===== src/rtl/risk_site_scheduler.sv =====
// Round-robin arbiter sharing one fuzzy risk engine among four sensor sites.
// It clamps the granted site's pair, launches the engine, captures the tagged result and keeps sticky alarms.
module risk_site_scheduler #(
    parameter int unsigned ENG_LAT = 2,
    parameter logic [7:0]  THRESH  = 8'd170
) (
    input  logic        clk,
    input  logic        rst_n,
    input  logic [3:0]  req,
    input  logic [31:0] rain_in,
    input  logic [31:0] soil_in,
    output logic [3:0]  ack,
    output logic [7:0]  eng_rain,
    output logic [7:0]  eng_soil,
    output logic        eng_ef,
    input  logic [7:0]  eng_risk,
    output logic [7:0]  risk_out,
    output logic [1:0]  risk_site,
    output logic        risk_valid,
    output logic [3:0]  alarm,
    input  logic [3:0]  alarm_clr,
    output logic        busy
);

    typedef enum logic [1:0] {IDLE, ISSUE, WAIT, CAPTURE} state_t;

    localparam logic [3:0] LAT_M2 = (ENG_LAT > 1) ? 4'(ENG_LAT - 2) : 4'd0;

    state_t      r_state;
    state_t      w_state_next;
    logic [1:0]  r_ptr;
    logic [1:0]  r_grant;
    logic [3:0]  r_cnt;
    logic [7:0]  r_eng_rain;
    logic [7:0]  r_eng_soil;
    logic [7:0]  r_risk_out;
    logic [1:0]  r_risk_site;
    logic        r_risk_valid;
    logic [3:0]  r_alarm;

    logic [7:0]  w_rain_clamp [4];
    logic [7:0]  w_soil_clamp [4];
    logic [1:0]  w_idx [4];
    logic [3:0]  w_rot;
    logic [1:0]  w_off;
    logic [1:0]  w_pick;
    logic        w_bypass;
    logic [7:0]  w_risk;
    logic [3:0]  w_set;

    // Per-site clamp, plus request vector rotated so bit 0 is the current pointer.
    for (genvar gi = 0; gi < 4; gi++) begin : g_site
        assign w_rain_clamp[gi] = (rain_in[8*gi +: 8] > 8'd100) ? 8'd100 : rain_in[8*gi +: 8];
        assign w_soil_clamp[gi] = (soil_in[8*gi +: 8] > 8'd100) ? 8'd100 : soil_in[8*gi +: 8];
        assign w_idx[gi]        = r_ptr + 2'(gi);
        assign w_rot[gi]        = req[w_idx[gi]];
    end

    always_comb begin
        w_off = 2'd0;
        if (w_rot[0])      w_off = 2'd0;
        else if (w_rot[1]) w_off = 2'd1;
        else if (w_rot[2]) w_off = 2'd2;
        else if (w_rot[3]) w_off = 2'd3;
    end

    assign w_pick   = r_ptr + w_off;
    // A zero input means the engine is skipped and the result is forced to zero.
    assign w_bypass = (r_eng_rain == 8'd0) || (r_eng_soil == 8'd0);
    assign w_risk   = w_bypass ? 8'd0 : eng_risk;
    assign w_set    = ((r_state == CAPTURE) && (w_risk >= THRESH)) ? (4'b0001 << r_grant) : 4'b0000;

    always_comb begin
        w_state_next = r_state;
        case (r_state)
            IDLE:    if (|req) w_state_next = ISSUE;
            ISSUE:   if (w_bypass || (ENG_LAT == 1)) w_state_next = CAPTURE;
                     else w_state_next = WAIT;
            WAIT:    if (r_cnt == LAT_M2) w_state_next = CAPTURE;
            CAPTURE: w_state_next = IDLE;
            default: w_state_next = IDLE;
        endcase
    end

    always_ff @(posedge clk) begin
        if (!rst_n) begin
            r_state      <= IDLE;
            r_ptr        <= 2'd0;
            r_grant      <= 2'd0;
            r_cnt        <= 4'd0;
            r_eng_rain   <= 8'd0;
            r_eng_soil   <= 8'd0;
            r_risk_out   <= 8'd0;
            r_risk_site  <= 2'd0;
            r_risk_valid <= 1'b0;
            r_alarm      <= 4'd0;
        end else begin
            r_state      <= w_state_next;
            r_risk_valid <= (r_state == CAPTURE);
            r_alarm      <= (r_alarm & ~alarm_clr) | w_set;
            case (r_state)
                IDLE: begin
                    if (|req) begin
                        r_grant    <= w_pick;
                        r_eng_rain <= w_rain_clamp[w_pick];
                        r_eng_soil <= w_soil_clamp[w_pick];
                    end
                end
                ISSUE:   r_cnt <= 4'd0;
                WAIT:    r_cnt <= r_cnt + 4'd1;
                CAPTURE: begin
                    r_risk_out  <= w_risk;
                    r_risk_site <= r_grant;
                    r_ptr       <= r_grant + 2'd1;
                end
                default: ;
            endcase
        end
    end

    assign ack        = (r_state == ISSUE) ? (4'b0001 << r_grant) : 4'b0000;
    assign eng_ef     = (r_state == ISSUE) && !w_bypass;
    assign eng_rain   = r_eng_rain;
    assign eng_soil   = r_eng_soil;
    assign risk_out   = r_risk_out;
    assign risk_site  = r_risk_site;
    assign risk_valid = r_risk_valid;
    assign alarm      = r_alarm;
    assign busy       = (r_state != IDLE);

endmodule


===== config.mk =====
export PLATFORM = sky130hd
export DESIGN_NAME = risk_site_scheduler
export DESIGN_NICKNAME = d
export VERILOG_FILES = /design/src/rtl/risk_site_scheduler.sv
export SDC_FILE = /design/constraint.sdc
export NUM_CORES = 1
export LEC_CHECK = 0
export ABC_CLOCK_PERIOD_IN_PS = 4400
export CAP_MARGIN = 0
export CORE_ASPECT_RATIO = 0.7
export CORE_MARGIN = 2
export CORE_UTILIZATION = 47
export CTS_BUF_LIST = sky130_fd_sc_hd__clkbuf_2
export DETAILED_ROUTE_END_ITERATION = 16
export GPL_ROUTABILITY_DRIVEN = 0
export GPL_TIMING_DRIVEN = 0
export PLACE_DENSITY = 0.89
export SLEW_MARGIN = 20
export SYNTH_ARGS = -nofsm -noshare
export SYNTH_HDL_FRONTEND = slang
export SYNTH_SLANG_ARGS = --single-unit

===== constraint.sdc =====
create_clock -name clk -period 4.4 [get_ports clk]
set_input_delay 1.1 -clock clk [delete_from_list [all_inputs] [get_ports clk]]
set_output_delay 1.1 -clock clk [all_outputs]
set_load 0.03 [all_outputs]

==> implementation parameters, run 1 <==
Parameter                              Value

Status
  Run status ... finished clean

Detailed routing
  Total Wirelength ... 8390 um
  Via count of the routed design ... 2,993
  DRC violation count after routing ... 0
  Count of routing violations after the opening detailed-route iteration ... 171
  Average wire length per cell after detail routing ... 16.2 um
  DRT Pass-1 Iters ... 5
  Number of nets with antenna violations after detailed routing ... 0
  Average via count per standard cell ... 5.78

Clock network
  H-Tree Depth ... 2
  Hold_buf cts ... 0
  TritonCTS clock tree ... yes
  Post-CTS resize count ... 0
  Later-pin clock latency in the skew report ... 420 ps
  CTS buffer count ... 5
  Clock-pin slew on the worst setup and hold paths ... 220 ps
  Clock tree root buffer cell ... sky130_fd_sc_hd__clkbuf_2
  Post-CTS Repair Setup Buffers ... 0
  Clock Sinks ... 41
  Longest Clk Path Bufs ... 2

Synthesis
  Synth warn ... 0
  Ys flop type ... sky130_fd_sc_hd__dfxtp_1
  Yosys reg bits ... 41
  Part of the Yosys area used for sequential elements ... 0.312
  Mean cell area of the mapped netlist ... 8.18 um^2
  Share of synthesized registers carrying an async set or reset ... 0
  Number of synthesized flops with an enable pin ... 0
  Synthesized netlist cell count ... 322
  Mapped Area ... 0.00263 mm^2
  Unique masters post-synth ... 49
  Net Count, Synth ... 415

Global routing
  All-Layer GR Usage ... 0.271
  Largest net degree at the start of global routing ... 14
  GRT Residual Overflow ... 0
  Via count of the first global-routing pass ... 2,810
  Number of antenna violations at the first check in global routing ... 0
  Global-route wire length before repair ... 13,300 um

Place
  Dpl hpwl ... 6690 um
  Placed Instance Area ... 0.00388 mm^2
  # port buffers ... 116

Timing
  Post-route clock period utilization ... 0.878
  Worst Clk Skew ... 22.4 ps
  Final critical delay including setup and external delays ... 3870 ps
  Final-report setup violation count ... 0
  Final Hold Fails ... 0
  Timing-limited maximum frequency ... 259 MHz
  Summed negative setup slack over all endpoints ... 0 ps
  Setup repair after global routing missed its margin ... no
  Max Slew Vio Count ... 0
  Worst slew margin relative to its limit ... 0.585
  Least-Margin Pin Slew ... 617 ps
  Hold Slack ... 498 ps

Final layout
  Most frequent cells in the layout ... sky130_fd_sc_hd__clkdlybuf4s50_1, sky130_fd_sc_hd__dfxtp_1, sky130_fd_sc_hd__nor2_1
  Number of antenna diodes ... 0
  # nets final ... 538
  Growth of design area from synthesis to finish ... 49.1%
  Proportion of layout cells with a drive suffix above 1 ... 0.0538
  Final Cell Area ... 0.00393 mm^2
  Most common cell after layout, fill and taps aside ... sky130_fd_sc_hd__clkdlybuf4s50_1

Job
  Max cap viols ... 0

Critical path
  Cell Chain, Critical Path ... clkdlybuf4s50_1 > inv_1 > o311a_1 > o211ai_1 > ha_1 > clkbuf_1 > nor4_1 > a21o_1 > a22oi_1 > o311ai_0
  Slowest stage cell on the critical path ... sky130_fd_sc_hd__clkdlybuf4s50_1
  Critical-path maximum fanout ... 10
  Number of buffers and inverters on the critical path ... 3
  Top Family by Delay on Critical Path ... compound AO/OA/AOI/OAI gates
  Data required time of the worst path ... 4700 ps
  Arrival time at the worst endpoint ... 4170 ps
  Slowest Stage Delay on Critical Path ... 590 ps
  Type of destination of the critical path ... flip-flop
  Startpoint class of the critical path ... input pin
  Worst Path Class, Setup ... in2reg

Power and ir drop
  Power density of the placed cells ... 463 mW/mm^2
  Maximum vdd drop ... 0.242 mV
  Cell leakage power ... 1.46 nW

Floorplanning
  Io pins ... 119
  Overall die width ... 93.5 um
  Die Height ... 66.6 um
  Number of placement rows ... 22
  Die area ... 0.00623 mm^2
  Core area ... 0.00531 mm^2
  Initial core utilization ... 0.496

Worst hold path
  Kind of path behind the tightest hold check ... reg2reg
[final cells by class]
cell class                      instances  area (um^2)
Buffer                                 17         98.8
Clock buffer                            5         25.0
Clock inverter                          3         17.5
Fill cell                             413         1390
Inverter                               19         71.3
Multi-Input combinational cell        245         1640
Sequential cell                        41          821
Tap cell                               72         90.1
Timing Repair Buffer                  116         1160
[metal layers]
metal,routed length (um),track usage,up-vias
met2,3720,0.440,151
met5,0,0,-
met1,3650,0.361,1381
met3,885,0.0622,14
met4,125,0.0809,0
li1,-,-,1447
[cell families after synthesis]
logic type,synth area share
flops,0.312
buf+inv,0.0646
mux,0.0276
compound gates,0.288
simple gates,0.247
xor+xnor,0.00951
fa+ha+maj,0.0523
[synthesized netlist by cell type (5+ instances only)]
library cell / number / area (um^2)
sky130_fd_sc_hd__nand2_1: 15 / 56.3
sky130_fd_sc_hd__nand2b_1: 18 / 113
sky130_fd_sc_hd__mux2i_1: 5 / 50.1
sky130_fd_sc_hd__nor4_1: 5 / 31.3
sky130_fd_sc_hd__a31oi_1: 6 / 37.5
sky130_fd_sc_hd__inv_1: 19 / 71.3
sky130_fd_sc_hd__a21boi_0: 9 / 67.6
sky130_fd_sc_hd__o21ai_0: 18 / 90.1
sky130_fd_sc_hd__clkbuf_1: 11 / 41.3
sky130_fd_sc_hd__a22oi_1: 9 / 67.6
sky130_fd_sc_hd__dfxtp_1: 41 / 821
sky130_fd_sc_hd__a21oi_1: 12 / 60.1
sky130_fd_sc_hd__o32ai_1: 5 / 43.8
sky130_fd_sc_hd__o211ai_1: 5 / 37.5
sky130_fd_sc_hd__nand3_1: 20 / 100
sky130_fd_sc_hd__ha_1: 11 / 138
sky130_fd_sc_hd__nor2_1: 27 / 101
sky130_fd_sc_hd__and2_1: 10 / 62.6
sky130_fd_sc_hd__nor2b_1: 7 / 43.8
sky130_fd_sc_hd__nor3_1: 8 / 40.0
[through the flow]
stage / std cells / worst slack, ps / power [mW] / util
after detailed placement: 510 / 201 / 1.64 / 0.731
after global routing: 518 / 467 / 1.93 / 0.739
final: 518 / 535 / 1.82 / 0.739
after floorplan: 322 / 1240 / 1.21 / -
after CTS: 518 / 660 / 1.81 / 0.739
after global placement: 510 / 318 / 1.60 / 0.731
[power breakdown]
group,internal [mW],switching [mW]
sequential,0.450,0.0710
combinational,0.452,0.678
clock,0.0376,0.128
[worst paths after layout]
check / from / to / slack (ps) / cells after the start
worst max-delay path: req[3] / eng_soil[0] / 530 / 10
worst min-delay path: risk_out[4] / risk_out[4] / 500 / 2
worst max register to register: r_ptr[0] / eng_soil[0] / 1300 / 9
worst min register to register: risk_out[4] / risk_out[4] / 500 / 2
[tightest hold or removal path: cells and delay by family, from the launching register on]
family	cells	cell delay [ps]
AOI/OAI and AO/OA	1	60
DFF	1	350
and+or+nand+nor	1	60
[registers in the layout (all words and copies together) (netlist names), 2 cells and up]
signal and cells:
risk_site 2, r_grant 2, alarm 4, r_state 2, risk_out 8, eng_soil 8, eng_rain 8, r_ptr 2
r_cnt 4
Power figures use the tool's default switching activity.
==> run 2, diff against run 1 <==
Settings changed: ABC_CLOCK_PERIOD_IN_PS 4400 to 3100, CORE_UTILIZATION 47 to 39, PLACE_DENSITY 0.89 to 0.79, SLEW_MARGIN 20 to unset.
Clock period 4.4 ns to 3.1 ns, I/O delays scaled along.
==> run 2 against run 1 <==
  * Global-route usage down 3.9 points
  * Clock-buffer cell count up 1
  * Setup slack worse by 300 ps
  * Final cell count up 4.2%
  * Utilization down 13 points
  * Worst hold slack worse by 3.3 ps
  * Wire length up 1.8%
==> implementation parameters, run 2 (same netlist as run 1, synthesis figures left out) <==
Parameter                              Value

Status
  Run status ... finished clean

Global routing
  Number of antenna violations at the first check in global routing ... 0 (unchanged)
  Via count of the first global-routing pass ... 2,880 (+2.5%)
  Global-route wire length before repair ... 13,600 um (+2.5%)
  All-Layer GR Usage ... 0.232 (-0.0386)
  Largest net degree at the start of global routing ... 13 (-1)
  GRT Residual Overflow ... 0 (unchanged)

Timing
  Hold Slack ... 495 ps (-3.33 ps)
  Setup repair after global routing missed its margin ... no
  Final critical delay including setup and external delays ... 2860 ps
  Worst slew margin relative to its limit ... 0.549 (-0.0356)
  Post-route clock period utilization ... 0.923
  Max Slew Vio Count ... 0 (unchanged)
  Final WS setup ... 239 ps (-296 ps)
  Least-Margin Pin Slew ... 670 ps (+52.9 ps)
  Final-report setup violation count ... 0 (unchanged)
  Final Hold Fails ... 0 (unchanged)
  Worst Clk Skew ... 28.7 ps (+6.31 ps)
  Timing-limited maximum frequency ... 350 MHz

Place
  Inst Count DP ... 532 (+4.3%)
  Placed Instance Area ... 0.00391 mm^2 (+0.71%)
  Pre-CTS setup slack ... -793 ps (-994 ps)
  # port buffers ... 116 (unchanged)
  Dpl hpwl ... 6870 um (+2.7%)

Floorplanning
  Core area ... 0.00663 mm^2 (+25%)
  Number of placement rows ... 25 (+14%)
  Die area ... 0.00743 mm^2 (+19%)
  Overall die width ... 102 um (+9.4%)
  Die Height ... 72.7 um (+9.2%)
  Io pins ... 119 (unchanged)
  Initial core utilization ... 0.397 (-0.0985)

Clock network
  Longest Clk Path Bufs ... 2 (unchanged)
  H-Tree Depth ... 2 (unchanged)
  Clock Sinks ... 41 (unchanged)
  Later-pin clock latency in the skew report ... 410 ps (about the same)
  Hold_buf cts ... 0 (unchanged)
  CTS buffer count ... 5 (unchanged)
  Clock-pin slew on the worst setup and hold paths ... 230 ps (about the same)
  TritonCTS clock tree ... yes
  Clock tree root buffer cell ... sky130_fd_sc_hd__clkbuf_2

Critical path
  Data required time of the worst path ... 2320 ps (-2380 ps)
  Number of buffers and inverters on the critical path ... 2 (-1)
  Number of cells on the worst reg-to-reg path ... 9 (unchanged)
  Launch point of the worst reg-to-reg path ... r_ptr[0]
  Destination of the worst register-to-register timing path ... eng_rain[5]
  Startpoint class of the critical path ... flip-flop
  Cell Chain, Critical Path ... or4_1 > nor2_1 > a21oi_1 > buf_2 > and2_1 > clkbuf_2
  Slowest Stage Delay on Critical Path ... 520 ps (-70 ps)
  Top Family by Delay on Critical Path ... simple AND/OR/NAND/NOR gates
  Worst R2R Setup Slack ... 360 ps (-940 ps)
  Slowest stage cell on the critical path ... sky130_fd_sc_hd__or4_1
  Worst Path Class, Setup ... reg2out
  Critical-path maximum fanout ... 10 (unchanged)
  Type of destination of the critical path ... output port
  Arrival time at the worst endpoint ... 2090 ps (-2080 ps)

Worst hold path
  Min-Delay Endpoint ... risk_out[1]
  Startpoint of the worst hold path ... risk_out[1]
  Kind of path behind the tightest hold check ... reg2reg
  Hold Path Stages ... 2 (unchanged)

Detailed routing
  Average via count per standard cell ... 5.49 (-5.0%)
  DRC violation count after routing ... 0 (unchanged)
  Via count of the routed design ... 2,965 (-0.94%)
  DRT Pass-1 Iters ... 4 (-1)
  Total Wirelength ... 8540 um (+1.8%)
  Number of nets with antenna violations after detailed routing ... 0 (unchanged)
  Average wire length per cell after detail routing ... 15.8 um (-2.3%)
  Count of routing violations after the opening detailed-route iteration ... 134 (-22%)

Final layout
  Count of filler cells inserted in the layout ... 589 (+43%)
  Most common cell after layout, fill and taps aside ... sky130_fd_sc_hd__clkdlybuf4s50_1
  Proportion of layout cells with a drive suffix above 1 ... 0.0785 (+0.0247)
  Growth of design area from synthesis to finish ... 53.4%
  Area occupied by registers ... 821 um^2 (unchanged)
  Final Instance Count excl. Fillers ... 540 (+4.2%)
  Number of antenna diodes ... 0 (unchanged)
  Most frequent cells in the layout ... sky130_fd_sc_hd__clkdlybuf4s50_1, sky130_fd_sc_hd__dfxtp_1, sky130_fd_sc_hd__nor2_1
  # nets final ... 538 (unchanged)
  Final Util ... 0.609 (-0.130)
  Total area of multi-input combinational cells ... 0.00170 mm^2 (+3.5%)
  Final Cell Area ... 0.00404 mm^2 (+2.9%)

Power and ir drop
  Power density of the placed cells ... 666 mW/mm^2 (+44%)
  Maximum vdd drop ... 0.263 mV (+8.4%)
  Cell leakage power ... 1.51 nW (+3.2%)

Job
  Max cap viols ... 0 (unchanged)
[run 2: worst reg2reg max path: stages, from the launching register on]
cell and delay (ps):
sky130_fd_sc_hd__dfxtp_1 410, sky130_fd_sc_hd__buf_6 160, sky130_fd_sc_hd__or4_1 540, sky130_fd_sc_hd__o211ai_1 180
sky130_fd_sc_hd__ha_4 290, sky130_fd_sc_hd__clkbuf_4 230, sky130_fd_sc_hd__clkbuf_2 250, sky130_fd_sc_hd__o32ai_1 320
sky130_fd_sc_hd__mux2_2 210, sky130_fd_sc_hd__a21oi_1 60
[run 2: report_power, final]
group          total (mW)  leakage (nW)  internal [mW]  switching [mW]
clock network       0.314        0.0406          0.138           0.176
registers           0.740         0.334          0.639           0.101
logic                1.63          1.13          0.661           0.974
total                2.69          1.51           1.44            1.25
[run 2: worst max path at each step]
| stage | slack [ps] | startpoint | endpoint | cells past startpoint |
|---|---|---|---|---|
| 2_1_floorplan | 270 | req[0] | eng_soil[0] | 9 |
| 3_3_place_gp | -680 | req[3] | eng_soil[6] | 10 |
| 3_5_place_dp | -790 | req[3] | eng_rain[5] | 10 |
| 4_1_cts | -5 | req[3] | eng_rain[5] | 10 |
| 5_1_grt | 120 | eng_rain[7] | eng_ef | 6 |
| 6_report | 240 | eng_rain[3] | eng_ef | 6 |
[run 2: layout make-up]
cell class | instances | area share
clock inverter | 2 | 0.00836
clock buffer | 6 | 0.00743
timing repair buffer | 116 | 0.287
buffer | 17 | 0.0260
sequential | 41 | 0.203
multi-input combinational | 245 | 0.421
inverter | 19 | 0.0177
tap | 94 | 0.0291
[run 2: repair_timing]
item,CTS,global route
resized for setup,14,10
endpoints found under the setup margin,16,15
pin swaps,1,1
setup buffers,0,0
[run 2: metal layers]
metal / wire length, um / track usage
met3: 705 / 0.0613
met1: 4000 / 0.315
met2: 3760 / 0.374
met4: 73 / 0.0533
met5: 0 / 0
[run 2: stage by stage]
| step | TNS [ps] | total power [mW] |
|---|---|---|
| after floorplan | 0 | 1.72 |
| after global placement | -7860 | 2.29 |
| after detailed placement | -9960 | 2.33 |
| after CTS | -4.84 | 2.68 |
| after global routing | 0 | 2.87 |
| final | 0 | 2.69 |
